===== src/rtl/ulm_io_unit.sv =====
// ----------------------------------------------------------------------------
// ulm_io_unit
//   Execution unit for the ULM I/O instructions PUTC (immediate or register
//   operand) and GETC (into a register). Characters sent by PUTC go through a
//   TX FIFO to the serial sink. Characters from the serial source go through an
//   RX FIFO to GETC. The control unit is stalled through op_ready, so no
//   character is ever dropped.
//
// Ports
//   clk, rst_n           rising-edge clock, asynchronous active-low reset
//   op_valid/op          decoded I/O op: 00 NOP, 01 PUTC_IMM, 10 PUTC_REG, 11 GETC
//   char_imm             immediate char for PUTC_IMM
//   char_reg             source reg (PUTC_REG) / destination reg (GETC)
//   reg_rdata            register file read data for char_reg, same cycle
//   op_ready             op accepted when op_valid & op_ready
//   wb_en/wb_addr/wb_data   one-cycle register write-back for GETC
//   tx_valid/tx_data/tx_ready   TX FIFO head (first-word fall-through)
//   rx_valid/rx_data/rx_ready   incoming char stream
//   tx_level/rx_level    FIFO occupancy, 0..DEPTH
// ----------------------------------------------------------------------------
module ulm_io_unit #(
   parameter int DATA_W    = 8,
   parameter int REG_ADDRW = 4,
   parameter int TX_DEPTH  = 4,
   parameter int RX_DEPTH  = 4
) (
   input  logic                        clk,
   input  logic                        rst_n,
   input  logic                        op_valid,
   input  logic [1:0]                  op,
   input  logic [DATA_W-1:0]           char_imm,
   input  logic [REG_ADDRW-1:0]        char_reg,
   input  logic [DATA_W-1:0]           reg_rdata,
   output logic                        op_ready,
   output logic                        wb_en,
   output logic [REG_ADDRW-1:0]        wb_addr,
   output logic [DATA_W-1:0]           wb_data,
   output logic                        tx_valid,
   output logic [DATA_W-1:0]           tx_data,
   input  logic                        tx_ready,
   input  logic                        rx_valid,
   input  logic [DATA_W-1:0]           rx_data,
   output logic                        rx_ready,
   output logic [$clog2(TX_DEPTH):0]   tx_level,
   output logic [$clog2(RX_DEPTH):0]   rx_level
);

   localparam int TX_AW = $clog2(TX_DEPTH);
   localparam int RX_AW = $clog2(RX_DEPTH);
   localparam int TX_LW = TX_AW + 1;
   localparam int RX_LW = RX_AW + 1;

   localparam logic [1:0] OP_NOP      = 2'b00;
   localparam logic [1:0] OP_PUTC_IMM = 2'b01;
   localparam logic [1:0] OP_PUTC_REG = 2'b10;
   localparam logic [1:0] OP_GETC     = 2'b11;

   logic [DATA_W-1:0] tx_mem_r [TX_DEPTH];
   logic [TX_AW-1:0]  tx_wptr_r;
   logic [TX_AW-1:0]  tx_rptr_r;
   logic [TX_LW-1:0]  tx_level_r;
   logic [DATA_W-1:0] rx_mem_r [RX_DEPTH];
   logic [RX_AW-1:0]  rx_wptr_r;
   logic [RX_AW-1:0]  rx_rptr_r;
   logic [RX_LW-1:0]  rx_level_r;
   logic              wb_en_r;
   logic [REG_ADDRW-1:0] wb_addr_r;
   logic [DATA_W-1:0] wb_data_r;

   logic              tx_full_s;
   logic              rx_empty_s;
   logic              op_ready_s;
   logic              tx_push_s;
   logic              tx_pop_s;
   logic              rx_push_s;
   logic              rx_pop_s;
   logic [DATA_W-1:0] tx_push_data_s;

   assign tx_full_s  = (tx_level_r == TX_LW'(TX_DEPTH));
   assign rx_empty_s = (rx_level_r == RX_LW'(0));

   // Op acceptance depends only on FIFO state and op, never on tx_ready/rx_valid.
   always_comb begin
      op_ready_s = 1'b1;
      case (op)
         OP_NOP:      op_ready_s = 1'b1;
         OP_PUTC_IMM: op_ready_s = !tx_full_s;
         OP_PUTC_REG: op_ready_s = !tx_full_s;
         OP_GETC:     op_ready_s = !rx_empty_s;
         default:     op_ready_s = 1'b1;
      endcase
   end

   // Decode the push/pop strobes for both FIFOs.
   always_comb begin
      tx_push_s      = 1'b0;
      rx_pop_s       = 1'b0;
      tx_push_data_s = char_imm;
      if (op_valid && op_ready_s) begin
         tx_push_s = (op == OP_PUTC_IMM) || (op == OP_PUTC_REG);
         rx_pop_s  = (op == OP_GETC);
      end else begin
         tx_push_s = 1'b0;
         rx_pop_s  = 1'b0;
      end
      if (op == OP_PUTC_REG) begin
         tx_push_data_s = reg_rdata;
      end else begin
         tx_push_data_s = char_imm;
      end
   end

   assign tx_pop_s  = tx_valid && tx_ready;
   assign rx_push_s = rx_valid && rx_ready;

   // TX circular buffer: storage, pointers and occupancy.
   always_ff @(posedge clk or negedge rst_n) begin
      if (!rst_n) begin
         for (int i = 0; i < TX_DEPTH; i++) tx_mem_r[i] <= '0;
         tx_wptr_r  <= '0;
         tx_rptr_r  <= '0;
         tx_level_r <= '0;
      end else begin
         if (tx_push_s) begin
            tx_mem_r[tx_wptr_r] <= tx_push_data_s;
            tx_wptr_r           <= tx_wptr_r + TX_AW'(1);
         end
         if (tx_pop_s) begin
            tx_rptr_r <= tx_rptr_r + TX_AW'(1);
         end
         case ({tx_push_s, tx_pop_s})
            2'b10:   tx_level_r <= tx_level_r + TX_LW'(1);
            2'b01:   tx_level_r <= tx_level_r - TX_LW'(1);
            default: tx_level_r <= tx_level_r;
         endcase
      end
   end

   // RX circular buffer: storage, pointers and occupancy.
   always_ff @(posedge clk or negedge rst_n) begin
      if (!rst_n) begin
         for (int i = 0; i < RX_DEPTH; i++) rx_mem_r[i] <= '0;
         rx_wptr_r  <= '0;
         rx_rptr_r  <= '0;
         rx_level_r <= '0;
      end else begin
         if (rx_push_s) begin
            rx_mem_r[rx_wptr_r] <= rx_data;
            rx_wptr_r           <= rx_wptr_r + RX_AW'(1);
         end
         if (rx_pop_s) begin
            rx_rptr_r <= rx_rptr_r + RX_AW'(1);
         end
         case ({rx_push_s, rx_pop_s})
            2'b10:   rx_level_r <= rx_level_r + RX_LW'(1);
            2'b01:   rx_level_r <= rx_level_r - RX_LW'(1);
            default: rx_level_r <= rx_level_r;
         endcase
      end
   end

   // GETC write-back: pulse one cycle after accept; address/data hold otherwise.
   always_ff @(posedge clk or negedge rst_n) begin
      if (!rst_n) begin
         wb_en_r   <= 1'b0;
         wb_addr_r <= '0;
         wb_data_r <= '0;
      end else begin
         wb_en_r <= rx_pop_s;
         if (rx_pop_s) begin
            wb_addr_r <= char_reg;
            wb_data_r <= rx_mem_r[rx_rptr_r];
         end
      end
   end

   assign op_ready = op_ready_s;
   assign wb_en    = wb_en_r;
   assign wb_addr  = wb_addr_r;
   assign wb_data  = wb_data_r;
   assign tx_valid = (tx_level_r != TX_LW'(0));
   assign tx_data  = tx_mem_r[tx_rptr_r];
   assign rx_ready = (rx_level_r < RX_LW'(RX_DEPTH));
   assign tx_level = tx_level_r;
   assign rx_level = rx_level_r;

endmodule

===== config.mk =====
export PLATFORM = sky130hd
export DESIGN_NAME = ulm_io_unit
export DESIGN_NICKNAME = d
export VERILOG_FILES = /design/src/rtl/ulm_io_unit.sv
export SDC_FILE = /design/constraint.sdc
export NUM_CORES = 1
export LEC_CHECK = 0
export CAP_MARGIN = 10
export CORE_AREA = 2 2 105 107
export DETAILED_ROUTE_END_ITERATION = 10
export DIE_AREA = 0 0 107 109
export HOLD_SLACK_MARGIN = 0.05
export PLACE_DENSITY_LB_ADDON = 0.1
export REMOVE_ABC_BUFFERS = 1
export SETUP_SLACK_MARGIN = 0.1
export SLEW_MARGIN = 15
export SYNTH_ARGS = -nofsm -noshare
export SYNTH_HDL_FRONTEND = slang
export SYNTH_SLANG_ARGS = --single-unit

===== constraint.sdc =====
create_clock -name clk -period 3.99 [get_ports clk]
set_input_delay 0.9975 -clock clk [delete_from_list [all_inputs] [get_ports clk]]
set_output_delay 0.9975 -clock clk [all_outputs]
set_load 0.01 [all_outputs]

Word-level counts from Yosys, hierarchy flattened --
Cells that the tools add are included.
Word-level totals: logic and storage cells 76, output and inout port bits 30, register bits after elaboration 91
Operators by class: $lt $le $gt $ge 7, reductions and logical operators 14, equality and inequality tests 8, muxes and demuxes 18, add/sub/neg operators 8, bitwise operators 4
Operators by type and width (number):
- $bwmux 32 | 2
- $mux 8 | 7
- $bmux 8 s2 | 2
- $demux 8 s2 | 2
- $ge 3x3->1 const B | 4
- $not 2->3 | 4
- $pmux 3 s2 | 2
- $add 2x1->2 const B | 4
- $eq 2x2->1 const B | 4
- $add 3x1->3 const B | 2
- $eq 2x1->1 const B | 3
- $lt 3x1->1 const B | 2
- $sub 3x1->3 const B | 2
- $logic_and 1x1->1 | 5
- $reduce_bool 2->1 | 2
- $eq 3x3->1 const B | 1
- $logic_not 3->1 | 1
- $lt 3x3->1 const B | 1
- $pmux 1 s3 | 1
- $reduce_bool 3->1 | 1
- $logic_not 1->1 | 2
- $logic_not 2->1 | 1
- $mux 1 | 2
- $reduce_or 2->1 | 1
- $logic_or 1x1->1 | 1

Logic depth before layout (Yosys ltp) --
Gate-level depths: netlist (run 1).
word-level depth 7, mapped depth 12

Worst setup path after synthesis (run 1) --
OpenSTA, ideal clock, no wires.
path kind in2reg, from input op[0], to register rx_level_r[2], in the netlist rx_level[2], data arrival time 2932 ps, library setup time 80 ps, stages on the path 12, path buffers 2, required time 3910 ps, slack 978 ps, cell sequence inv_1 -> ha_1 -> clkbuf_2 -> nand3_1 -> o22ai_4 -> buf_6 -> ha_1 -> inv_1 -> fa_1 -> xor2_1 -> nor2_1 -> xnor2_1
Between the ends: cells in the longest elaborated chain, start to end 7
RTL lines:
- start: declaration | RTL line 30 | input logic [1:0] op,
- $eq 2x1->1 / $eq 2x2->1 (equally long branches) | RTL line 85 | case (op)
- $reduce_or 2->1 (no source line)
- $pmux 1 s3 | RTL line 85
- $logic_and 1x1->1 | RTL line 99 | if (op_valid && op_ready_s) begin
- $mux 1 * | RTL line 99
- via rx_pop_s | RTL line 76 | logic rx_pop_s;
- $eq 2x1->1 / $eq 2x2->1 (equally long branches) | RTL line 154 | case ({rx_push_s, rx_pop_s})
- $pmux 3 s2 / $reduce_bool 2->1 (equally long branches)
- end signal: assignment | RTL line 155 | 2'b10: rx_level_r <= rx_level_r + RX_LW'(1);
- end signal: assignment | RTL line 156 | 2'b01: rx_level_r <= rx_level_r - RX_LW'(1);
- end signal: assignment | RTL line 157 | default: rx_level_r <= rx_level_r;
- end: declaration | RTL line 65 | logic [RX_LW-1:0] rx_level_r;
The timed path passes the listed nets; every way through them passes the cells marked *. A chain may end at the register's enable or synchronous reset.

Worst setup path in the final report (run 1) --
from input op[1], to output op_ready
Between the ends: cells in the longest elaborated chain, start to end 3
RTL lines:
- $eq 2x1->1 / $eq 2x2->1 (equally long branches) | RTL line 85
- $reduce_or 2->1 (no source line)
- $pmux 1 s3 * | RTL line 85
- end: declaration | RTL line 34 | output logic op_ready,
Every way passes the cells marked *; elsewhere a longest branch is shown, timed or not.

==> results of run 1 <==
[registers in the layout (all words and copies together) (netlist names)]
name       cells
rx_mem_r      32
tx_mem_r      32
wb_data        8
wb_addr        4
rx_level       3
tx_level       3
rx_rptr_r      2
rx_wptr_r      2
tx_rptr_r      2
tx_wptr_r      2
wb_en          1
[metal layers]
metal / vias up / track usage [%] / routed length, um / part of all wire (%)
met5: - / 0 / 0 / 0
li1: 1156 / - / - / -
met2: 46 / 26.4 / 4130 / 50
met1: 1304 / 19.9 / 3690 / 45
met4: 0 / 5.57 / 114 / 1.4
met3: 8 / 4.60 / 344 / 4.2
[cell usage after synthesis (all sizes together)]
cell type	n	area share [%]
or3b	1	0.26
xor2	6	1.2
inv	14	1.2
nand3	6	0.69
dfrtp	91	53
nand4	1	0.14
nor4	1	0.29
o22ai	2	0.61
mux2i	1	0.23
o21ai	2	0.23
nor3b	1	0.43
xnor2	6	1.2
nor2	2	0.17
clkinv	1	0.087
or3	1	0.17
o31a	2	0.46
nand2	9	0.78
clkbuf	2	0.20
a21oi	1	0.12
a31oi	4	1.2
mux4	16	8.3
fa	2	0.92
o311ai	1	0.61
buf	7	0.89
ha	13	3.8
mux2	85	23
nor2b	1	0.14
o31ai	1	0.29
[metrics by stage]
step	cells	power, mW	setup WS [ns]	hold WS [ns]
floorplan	271	2.78	0.868	0.474
global placement	479	3.42	0.365	0.481
detailed placement	479	3.46	0.337	0.488
CTS	495	4.12	0.333	0.508
global route	495	4.36	0.250	0.527
finish	495	4.05	0.329	0.506
[where the power goes]
| part | leakage (nW) | internal (mW) | switching [mW] | total [mW] |
|---|---|---|---|---|
| combinational | 1.04 | 1.10 | 0.556 | 1.65 |
| clock | 0.106 | 0.323 | 0.320 | 0.643 |
| sequential | 1.09 | 1.38 | 0.375 | 1.75 |
| total | 2.24 | 2.80 | 1.25 | 4.05 |
[worst min path at each step]
stage / to / slack [ns] / depth (start not counted)
floorplan: rx_mem_r[10] / 0.47 / 1
global placement: rx_mem_r[12] / 0.48 / 1
detailed placement: rx_mem_r[8] / 0.49 / 1
CTS: rx_mem_r[8] / 0.51 / 1
global route: rx_mem_r[20] / 0.53 / 1
finish: rx_mem_r[16] / 0.51 / 1
[cells by family (layout without fill, tap and decap cells)]
family / Yosys count / count (layout)
AOI/OAI and AO/OA: 13 / 13
xor gates and xnor gates: 12 / 12
adders and majority gates: 15 / 15
buffers and inverters: 24 / 99
DFF: 91 / 91
muxes: 102 / 102
and+or+nand+nor: 23 / 23
[area by class of cell]
class                   count  area, um^2  share of cell area, %
clock buffers              12         155                   2.91
clock inverters             4        48.8                  0.915
inverters                  15        56.3                   1.06
multi-input cells         165        1950                   36.6
flip-flops and latches     91        2280                   42.7
well taps                 140         175                   3.28
repair buffers             68         668                   12.5
==> metrics, run 1 <==
register area share after synthesis 52.5%; DR vias 2,514; share of cells above drive strength 1 37.7%; unrepaired setup endpoints after global routing no; top fanout value on the critical path 6; buffer and inverter count on the worst path 2; WS Path Type in -> out; CP Launch Type input port; H-tree depth 3; Die Y 109 um; vias per cell 5.08; most frequent cells in the layout dfrtp_1, mux2_2, clkdlybuf4s50_1; routed wire length 8280 um; # setup viols final 0; post-synthesis mux area share 31.4%; Synth Area in XOR/XNOR 2.42%; reg2reg end tx_level[2]; Crit path largest cell delay 0.53 ns; worst path required time 2.99 ns; die area 11,700 um^2; vias in the first global route 2,638; routed length per instance 16.7 um; power per cell area 760 nW/um^2; post-synth cell types 33; worst-margin pin slew 0.684 ns; ANT nets after route 0; Hold WC Path Type reg -> reg; Hold Crit Start rx_mem_r[16]; initial antenna violation count 0; mean post-synth cell area 15.5 um^2; WP depth 6; area delta synth->final 23.1%; Post-Synth Adder-Cell Area 4.68%; clk slew on worst S/H paths 0.08 ns; Die Wd 107 um; GP Congestion 0.690; worst endpoint data arrival time 2.66 ns; initial core utilization 40.9%; Reg2Reg Launch Point tx_level[1]; post-synthesis compound-gate area fraction 3.46%; DRT iter0 DRCs 39; # DRC 0; CP delay by family, top buffers and inverters; post-CTS resize count 0; TritonCTS clock tree yes; crit path cell chain clkdlybuf4s50_1, ha_1, o31a_2, a21oi_1, nand2_1, clkdlybuf4s50_1; flop2flop setup slack 1.57 ns; Net count, final 400; CP Capture Point op_ready; number of setup buffers added after CTS 0; Leak 2.24 nW; Worst VDD drop 0.000293 V; first-pass GRT wire length 13,900 um; core area 10,600 um^2; largest net degree at the start of global routing 51; setup TNS 0 ns; final hold viol count 0; Port Buf Inserts 64; I/O pin count 65; Final Critical Period 3.66 ns; largest family of logic cells by synthesized area multiplexers; Worst Setup SP op[1]; Clock Skews 0.00861 ns; Util after Layout 50.3%; Slew Limit Fails 0; Initial DRT Pass Iterations 5; FP Rows 38; Detailed Place HPWL 5750 um; All-Layer GR Usage 15.9%; CP dominant cell by count clkdlybuf4s50_1; commonest non-fill, non-tap cell in the layout dfrtp_1; number of CTS-inserted buffers 9; number of max-cap violations 0; diode count 0; clk_lat worst skew 0.36 ns; # hold bufs at CTS 0; clock tree buffer depth 2; f_max 273 MHz; Layout fillers 936; Crit. End Element output pin; CTS root buf clkbuf_8; r2r worst-path depth 8; Synth Instances 280; Slew HR 54.4%; Placement Cell Area 5130 um^2; final instance area 5330 um^2; warnings from Yosys 0; slowest CP cell clkdlybuf4s50_1; status finished clean; aggregate global routing overflow 0; Synth Area in Simple Gates 3.09%; final worst-path cycle share 91.8%; Post-Syn Area 4330 um^2; Synth Register Bits 91; Clock Sink Count 91
Power figures use the tool's default switching activity.
==> inputs of run 2 (changes only) <==
--- a/config.mk
+++ b/config.mk
@@ -7,6 +7,7 @@
 export LEC_CHECK = 0
 export CAP_MARGIN = 10
 export CORE_AREA = 2 2 105 107
+export CTS_CLUSTER_SIZE = 12
 export DETAILED_ROUTE_END_ITERATION = 10
 export DIE_AREA = 0 0 107 109
 export HOLD_SLACK_MARGIN = 0.05
==> results of run 2 <==
No change in the layout: final DEF, timing and power equal those of run 1.
